### config.mk
export PLATFORM = sky130hd
export DESIGN_NAME = coax_rx_frame_buffer
export DESIGN_NICKNAME = d
export VERILOG_FILES = /design/src/rtl/coax_rx_frame_buffer_pkg.sv /design/src/rtl/coax_fifo.sv /design/src/rtl/coax_rx_frame_buffer.sv
export SDC_FILE = /design/constraint.sdc
export NUM_CORES = 2
export LEC_CHECK = 0
export CAP_MARGIN = 25
export CELL_PAD_IN_SITES_DETAIL_PLACEMENT = 0
export CELL_PAD_IN_SITES_GLOBAL_PLACEMENT = 1
export CORE_ASPECT_RATIO = 1.5
export CORE_MARGIN = 4
export CORE_UTILIZATION = 36
export CTS_CLUSTER_SIZE = 28
export DETAILED_ROUTE_END_ITERATION = 8
export GPL_TIMING_DRIVEN = 0
export PLACE_DENSITY = 0.57
export SYNTH_ARGS = -nofsm -noshare
export SYNTH_HDL_FRONTEND = slang
export SYNTH_SLANG_ARGS = --single-unit
export TNS_END_PERCENT = 10
### constraint.sdc
create_clock -name clk -period 16.7 [get_ports clk]
set_input_delay 2.505 -clock clk [delete_from_list [all_inputs] [get_ports clk]]
set_output_delay 2.505 -clock clk [all_outputs]
set_load 0.005 [all_outputs]
### src/rtl/coax_rx_frame_buffer_pkg.sv
// rtl/coax_rx_frame_buffer_pkg.sv - shared entry layout and FSM encodings for the coax_rx frame buffer
//
// Purpose: one place for the 12-bit FIFO entry layout {eof, err, data[9:0]}
//          and the frame FSM state encodings used by coax_rx_frame_buffer.
package coax_rx_frame_buffer_pkg;

  localparam int ENTRY_WIDTH   = 12;
  localparam int ENTRY_EOF_BIT = 11;
  localparam int ENTRY_ERR_BIT = 10;

  localparam logic [1:0] ST_IDLE        = 2'd0;
  localparam logic [1:0] ST_RECEIVE     = 2'd1;
  localparam logic [1:0] ST_ERROR_FLUSH = 2'd2;
  localparam logic [1:0] ST_DISCARD     = 2'd3;

  function automatic logic [ENTRY_WIDTH-1:0] make_entry(input logic eof, input logic err,
                                                        input logic [9:0] data);
    logic [ENTRY_WIDTH-1:0] e;
    e                = '0;
    e[ENTRY_EOF_BIT] = eof;
    e[ENTRY_ERR_BIT] = err;
    e[9:0]           = data;
    return e;
  endfunction

endpackage

### src/rtl/coax_fifo.sv
// rtl/coax_fifo.sv - single-clock show-ahead FIFO for coax_rx frame entries
//
// Purpose: synchronous FIFO whose head entry is always presented on pop_data_o.
// Ports:
//   clk, reset           clock, synchronous active-high reset (empties the FIFO)
//   push_i, push_data_i  write request and entry; ignored when full unless a pop frees a slot
//   pop_i                remove head entry (ignored when empty)
//   pop_data_o           head entry, forced to zero while empty
//   full_o, empty_o      occupancy flags
module coax_fifo
  import coax_rx_frame_buffer_pkg::*;
#(
  parameter int DEPTH      = 256,
  parameter int ADDR_WIDTH = 8,
  parameter int WIDTH      = ENTRY_WIDTH
) (
  input  logic             clk,
  input  logic             reset,
  input  logic             push_i,
  input  logic [WIDTH-1:0] push_data_i,
  input  logic             pop_i,
  output logic [WIDTH-1:0] pop_data_o,
  output logic             full_o,
  output logic             empty_o
);

  logic [WIDTH-1:0]    mem_q [DEPTH];
  logic [ADDR_WIDTH:0] wr_ptr_q, rd_ptr_q;
  logic                do_push, do_pop;

  // Extra pointer MSB distinguishes full from empty when the address bits match.
  assign empty_o = (wr_ptr_q == rd_ptr_q);
  assign full_o  = (wr_ptr_q[ADDR_WIDTH] != rd_ptr_q[ADDR_WIDTH]) &&
                   (wr_ptr_q[ADDR_WIDTH-1:0] == rd_ptr_q[ADDR_WIDTH-1:0]);

  // A same-cycle pop frees the slot the push is about to use.
  assign do_pop  = pop_i && !empty_o;
  assign do_push = push_i && (!full_o || do_pop);

  assign pop_data_o = empty_o ? '0 : mem_q[rd_ptr_q[ADDR_WIDTH-1:0]];

  always_ff @(posedge clk) begin
    if (do_push) begin
      mem_q[wr_ptr_q[ADDR_WIDTH-1:0]] <= push_data_i;
    end
  end

  always_ff @(posedge clk) begin
    if (reset) begin
      wr_ptr_q <= '0;
      rd_ptr_q <= '0;
    end else begin
      if (do_push) wr_ptr_q <= wr_ptr_q + 1'b1;
      if (do_pop)  rd_ptr_q <= rd_ptr_q + 1'b1;
    end
  end

endmodule

### src/rtl/coax_rx_frame_buffer.sv
// rtl/coax_rx_frame_buffer.sv - groups coax_rx words into EOF/error-tagged frames and queues them for the host
//
// Purpose: registers the coax_rx strobe interface, stages the most recent word so
//          the frame's last word can carry EOF, turns receiver errors into tagged
//          entries and drops the rest of a frame when the FIFO runs out of space.
// Ports:
//   clk, reset                  clock, synchronous active-high reset
//   rx_active, rx_strobe,
//   rx_data, rx_error           coax_rx word interface (rx_data is the error code while rx_error=1)
//   rd_data, rd_valid, rd_ready show-ahead head entry {eof, err, data}, pop handshake
//   full                        FIFO full
//   overflow, overflow_clear    sticky frame-dropped flag and its clear (clear wins)
//   frame_count, drop_count     only with COAX_RX_FRAME_BUFFER_STATS_EN: saturating EOF / overflow counters
module coax_rx_frame_buffer
  import coax_rx_frame_buffer_pkg::*;
#(
  parameter int DEPTH      = 256,
  parameter int ADDR_WIDTH = 8
) (
  input  logic        clk,
  input  logic        reset,
  input  logic        rx_active,
  input  logic        rx_strobe,
  input  logic [9:0]  rx_data,
  input  logic        rx_error,
  output logic [11:0] rd_data,
  output logic        rd_valid,
  input  logic        rd_ready,
  output logic        full,
  output logic        overflow,
  input  logic        overflow_clear
`ifdef COAX_RX_FRAME_BUFFER_STATS_EN
  ,
  output logic [15:0] frame_count,
  output logic [15:0] drop_count
`endif
);

  logic                   act_q, stb_q, err_q, armed_q;
  logic [9:0]             data_q;
  logic [1:0]             state_q, state_d;
  logic                   staged_q, staged_d;
  logic [9:0]             stage_data_q, stage_data_d;
  logic [9:0]             err_code_q, err_code_d;
  logic                   overflow_q;
  logic                   push_req, push_ok, drop;
  logic                   fifo_full, fifo_empty;
  logic [ENTRY_WIDTH-1:0] push_entry;

  assign push_ok = !fifo_full || (rd_ready && !fifo_empty);
  assign drop    = push_req && !push_ok;

  always_comb begin
    state_d      = state_q;
    staged_d     = staged_q;
    stage_data_d = stage_data_q;
    err_code_d   = err_code_q;
    push_req     = 1'b0;
    push_entry   = '0;
    case (state_q)
      // armed_q is low until rx_active has been seen low after reset, so a frame
      // already running at reset release is discarded rather than captured mid-way.
      ST_IDLE: begin
        if (act_q) state_d = armed_q ? ST_RECEIVE : ST_DISCARD;
      end
      ST_RECEIVE: begin
        if (err_q) begin
          push_req = 1'b1;
          staged_d = 1'b0;
          if (staged_q) begin
            push_entry = make_entry(1'b0, 1'b0, stage_data_q);
            err_code_d = data_q;
            state_d    = ST_ERROR_FLUSH;
          end else begin
            push_entry = make_entry(1'b1, 1'b1, data_q);
            state_d    = ST_DISCARD;
          end
        end else if (!act_q) begin
          push_req   = staged_q;
          push_entry = make_entry(1'b1, 1'b0, stage_data_q);
          staged_d   = 1'b0;
          state_d    = ST_IDLE;
        end else if (stb_q) begin
          push_req     = staged_q;
          push_entry   = make_entry(1'b0, 1'b0, stage_data_q);
          staged_d     = 1'b1;
          stage_data_d = data_q;
        end
      end
      ST_ERROR_FLUSH: begin
        push_req   = 1'b1;
        push_entry = make_entry(1'b1, 1'b1, err_code_q);
        state_d    = ST_DISCARD;
      end
      ST_DISCARD: begin
        if (!act_q && !err_q) state_d = ST_IDLE;
      end
      default: state_d = ST_IDLE;
    endcase
    // No room: abandon the rest of the frame; entries already queued stay.
    if (drop) begin
      staged_d = 1'b0;
      state_d  = ST_DISCARD;
    end
  end

  always_ff @(posedge clk) begin
    if (reset) begin
      act_q        <= 1'b0;
      stb_q        <= 1'b0;
      err_q        <= 1'b0;
      data_q       <= '0;
      armed_q      <= 1'b0;
      state_q      <= ST_IDLE;
      staged_q     <= 1'b0;
      stage_data_q <= '0;
      err_code_q   <= '0;
      overflow_q   <= 1'b0;
    end else begin
      act_q        <= rx_active;
      stb_q        <= rx_strobe;
      err_q        <= rx_error;
      data_q       <= rx_data;
      armed_q      <= armed_q | ~rx_active;
      state_q      <= state_d;
      staged_q     <= staged_d;
      stage_data_q <= stage_data_d;
      err_code_q   <= err_code_d;
      if (overflow_clear)  overflow_q <= 1'b0;
      else if (drop)       overflow_q <= 1'b1;
    end
  end

  coax_fifo #(
    .DEPTH      (DEPTH),
    .ADDR_WIDTH (ADDR_WIDTH),
    .WIDTH      (ENTRY_WIDTH)
  ) u_fifo (
    .clk         (clk),
    .reset       (reset),
    .push_i      (push_req),
    .push_data_i (push_entry),
    .pop_i       (rd_ready),
    .pop_data_o  (rd_data),
    .full_o      (fifo_full),
    .empty_o     (fifo_empty)
  );

  assign rd_valid = !fifo_empty;
  assign full     = fifo_full;
  assign overflow = overflow_q;

`ifdef COAX_RX_FRAME_BUFFER_STATS_EN
  logic [15:0] frame_count_q, drop_count_q;
  logic        eof_written;

  assign eof_written = push_req && push_ok && push_entry[ENTRY_EOF_BIT];

  always_ff @(posedge clk) begin
    if (reset) begin
      frame_count_q <= '0;
      drop_count_q  <= '0;
    end else begin
      if (eof_written && frame_count_q != 16'hFFFF) frame_count_q <= frame_count_q + 16'd1;
      if (drop && drop_count_q != 16'hFFFF)         drop_count_q  <= drop_count_q + 16'd1;
    end
  end

  assign frame_count = frame_count_q;
  assign drop_count  = drop_count_q;
`endif

endmodule

==> flow_metrics.py <==
metrics = {
    "die": {
        "coreArea_um2": 336000,
        "ios": 32,
        "die_area_um2": 347000,
        "die_width_um": 482,
        "rows": 261,
        "fp.dieH_um": 720,
        "start_util_pct": 36.1,
    },
    "sta": {
        "slew-limit-headroom_pct": 17.2,
        "finalWorstPathRequiredPeriod_ns": 10.50,
        "timing.hold.ws_ns": 0.454,
        "skew_ns": 0.0656,
        "setup_viol": 0,
        "worst_pin_slew_ns": 1.23,
        "finalWorstSetupSlack_ns": 6.20,
        "fmax_ghz": 0.0952,
        "slew_viol_final": 0,
        "min_period_over_period_pct": 62.9,
        "final-hold-violation-count": 0,
        "setup_tns_ns": 0,
        "rsz0062_at_grt": "no",
    },
    "final_layout": {
        "final_util_pct": 42.3,
        "layout_commonest_cell": "edfxtp_1",
        "drive_gt1_share_pct": 26.5,
        "layout_common_cells": "edfxtp_1 (3072), mux4_2 (651), mux2i_1 (342), clkbuf_16 (305), nor2_1 (230)",
        "finalNetCount": 6540,
        "synthToLayoutAreaGrowth_pct": 17.1,
        "nFillCells": 29474,
        "post-route-cell-area_um2": 142000,
        "stdcell_count": 11224,
    },
    "clocking": {
        "post-cts-setup-buffers": 0,
        "cts_root_buf": "clkbuf_16",
        "clockBufferDepth": 4,
        "cts_tree": "yes",
        "htreeDepth": 5,
        "clock_latency_ns": 0.92,
        "clk_pin_slew_ns": 0.07,
        "cts.sinks": 3136,
        "ctsResizeCount": 0,
        "cts.hold.buffers_added": 0,
        "cts_buffers": 294,
    },
    "logic_synthesis": {
        "synth_cells": 5814,
        "async_flop_share_pct": 0,
        "synth_seq_cells": 3136,
        "synth_edf_count": 3072,
        "avgSynthCellArea_um2": 20.9,
        "synth.distinct_cells": 70,
        "synth_warnings": 0,
        "syn_area_um2": 122000,
        "ys_seq_area_share_pct": 77.0,
        "synthesis.nets": 5841,
        "synth_flop_cell": "edfxtp_1",
    },
    "critical_path": {
        "critPathRequiredTime_ns": 14.20,
        "crit_type": "flop to primary output",
        "worstSetupStartpointType": "flop",
        "r2r_setup_slack_ns": 11.73,
        "r2r_start": "u_fifo.wr_ptr_q[6]",
        "r2r_cells": 10,
        "r2r-end": "u_fifo.mem_q[75][2]",
        "arrival_ns": 8.00,
        "crit_fanout": 10,
        "end_kind": "primary output",
    },
    "route": {
        "vias": 67313,
        "viasPerCell": 6.00,
        "drt_first_pass_iters": 6,
        "drt_iter0_drc": 9375,
        "wl_per_cell_um": 44.2,
        "ant_nets": 0,
        "drc": 0,
        "drt-total-wl_um": 496000,
    },
    "placed_design": {
        "dp_cells": 10683,
        "dpl_cell_area_um2": 133000,
        "numPortBuffers": 30,
        "place.gp.congestion": 0.975,
        "pre_cts_ws_ns": 7.28,
        "dp_hpwl_um": 361000,
    },
    "grt": {
        "grt_usage_pct": 28.1,
        "grt_start_max_net_pins": 46,
        "grt_pass1_vias": 66157,
        "antenna_found_initial": 39,
        "grt_overflow_total": 0,
        "grt_pass1_wl_um": 639000,
    },
    "pwr": {
        "total_power_mw": 19.1,
        "power_density_nw_per_um2": 134,
        "vdd_drop_max_v": 0.0000844,
        "p_leak_nw": 46.7,
    },
    "flow_run": {
        "max_cap_viol_count": 0,
    },
    "worst_hold_path": {
        "holdPathStages": 2,
        "min_to": "armed_q",
        "hp-start": "armed_q",
        "hp-class": "flop to flop",
    },
    "outcome": {
        "status": "finished clean",
    },
}
[cells in the mapped netlist (7+ instances only)]
library cell | count | share of area, %
mux4_2 | 651 | 12
dfxtp_1 | 64 | 1.1
mux4_1 | 9 | 0.19
nand2_1 | 185 | 0.57
a22oi_1 | 67 | 0.41
edfxtp_1 | 3072 | 76
and3_1 | 16 | 0.082
a31oi_1 | 21 | 0.11
o211ai_1 | 7 | 0.043
nor3_1 | 37 | 0.15
o21ai_0 | 47 | 0.19
o32ai_1 | 10 | 0.072
o22ai_1 | 78 | 0.40
buf_2 | 86 | 0.35
or3_1 | 12 | 0.062
clkbuf_1 | 136 | 0.42
inv_1 | 11 | 0.034
xor2_1 | 18 | 0.13
nor2b_1 | 38 | 0.20
nand2b_1 | 7 | 0.036
nand3_1 | 45 | 0.19
a221oi_1 | 10 | 0.072
nor2_1 | 326 | 1.0
buf_6 | 41 | 0.38
a21oi_1 | 122 | 0.50
a2111oi_0 | 14 | 0.10
a22o_1 | 8 | 0.058
buf_8 | 17 | 0.21
nor4_1 | 7 | 0.036
a211oi_1 | 22 | 0.14
buf_4 | 44 | 0.27
mux2i_1 | 342 | 2.8
buf_1 | 15 | 0.046
o221ai_1 | 120 | 0.86
and2_1 | 9 | 0.046
o32a_1 | 8 | 0.066
nand4_1 | 14 | 0.072
ha_1 | 10 | 0.10
[area by class of cell]
class | instances | area, um2 | share of cell area (%)
Sequential cell | 3136 | 93500 | 65.8
Inverter | 12 | 45.0 | 0.0317
Tap cell | 4471 | 5590 | 3.93
Buffer | 341 | 2140 | 1.51
Multi-Input combinational cell | 2325 | 26200 | 18.4
Clock inverter | 156 | 1420 | 0.997
Antenna cell | 24 | 60.1 | 0.0422
Clock buffer | 356 | 7850 | 5.52
Timing Repair Buffer | 403 | 5360 | 3.77
[flip-flops by register name (all words and copies together), names as in the netlist, named ones only]
| register | cells |
|---|---|
| u_fifo.rd_ptr_q | 9 |
| overflow | 1 |
| u_fifo.mem_q | 3072 |
| u_fifo.wr_ptr_q | 9 |
| stage_data_q | 10 |
| err_code_q | 10 |
| state_q | 2 |
| stb_q | 1 |
| act_q | 1 |
| armed_q | 1 |
| err_q | 1 |
| data_q | 10 |
| staged_q | 1 |
[kinds of logic after synthesis]
logic type	share of synthesized area, %
buffers and inverters	1.75
AND/OR/NAND/NOR	2.56
multiplexers	15.1
XOR/XNOR	0.173
adder cells (fa/ha/maj)	0.103
flip-flops	77.0
AO/OA/AOI/OAI	3.31
[metal layers]
| metal | up-vias | global-route usage [%] | routed length [um] |
|---|---|---|---|
| met4 | 12 | 25.3 | 56900 |
| met2 | 4066 | 45.5 | 236000 |
| met5 | - | 0 | 66 |
| met3 | 1241 | 5.57 | 39500 |
| li1 | 25724 | - | - |
| met1 | 36270 | 31.4 | 164000 |
[critical path, cell delays in order (launching register included)]
cell	delay, ns
dfxtp_1	0.31
buf_2	0.35
buf_2	0.75
buf_2	0.53
buf_2	0.61
buf_2	0.89
mux4_2	0.37
o22ai_1	0.29
a211oi_1	0.84
nand4_1	0.69
o21ai_0	0.65
clkdlybuf4s50_1	0.72
[worst max path at each step]
stage,from,endpoint,slack [ns]
2_1_floorplan,err_q,u_fifo.mem_q[0][11],3.14
3_3_place_gp,err_q,u_fifo.mem_q[208][11],-12.29
3_5_place_dp,flop,rd_data[1],7.28
4_1_cts,flop,rd_data[1],6.30
5_1_grt,flop,rd_data[0],6.46
6_report,flop,rd_data[9],6.20
[report_power, final]
group          total (mW)  switching [mW]  internal (mW)  leakage [nW]
combinational        3.57            2.35           1.23          10.3
clock                6.76            3.05           3.71          4.52
sequential           8.74         0.00983           8.73          31.8
(Power assumes the default switching activity.)
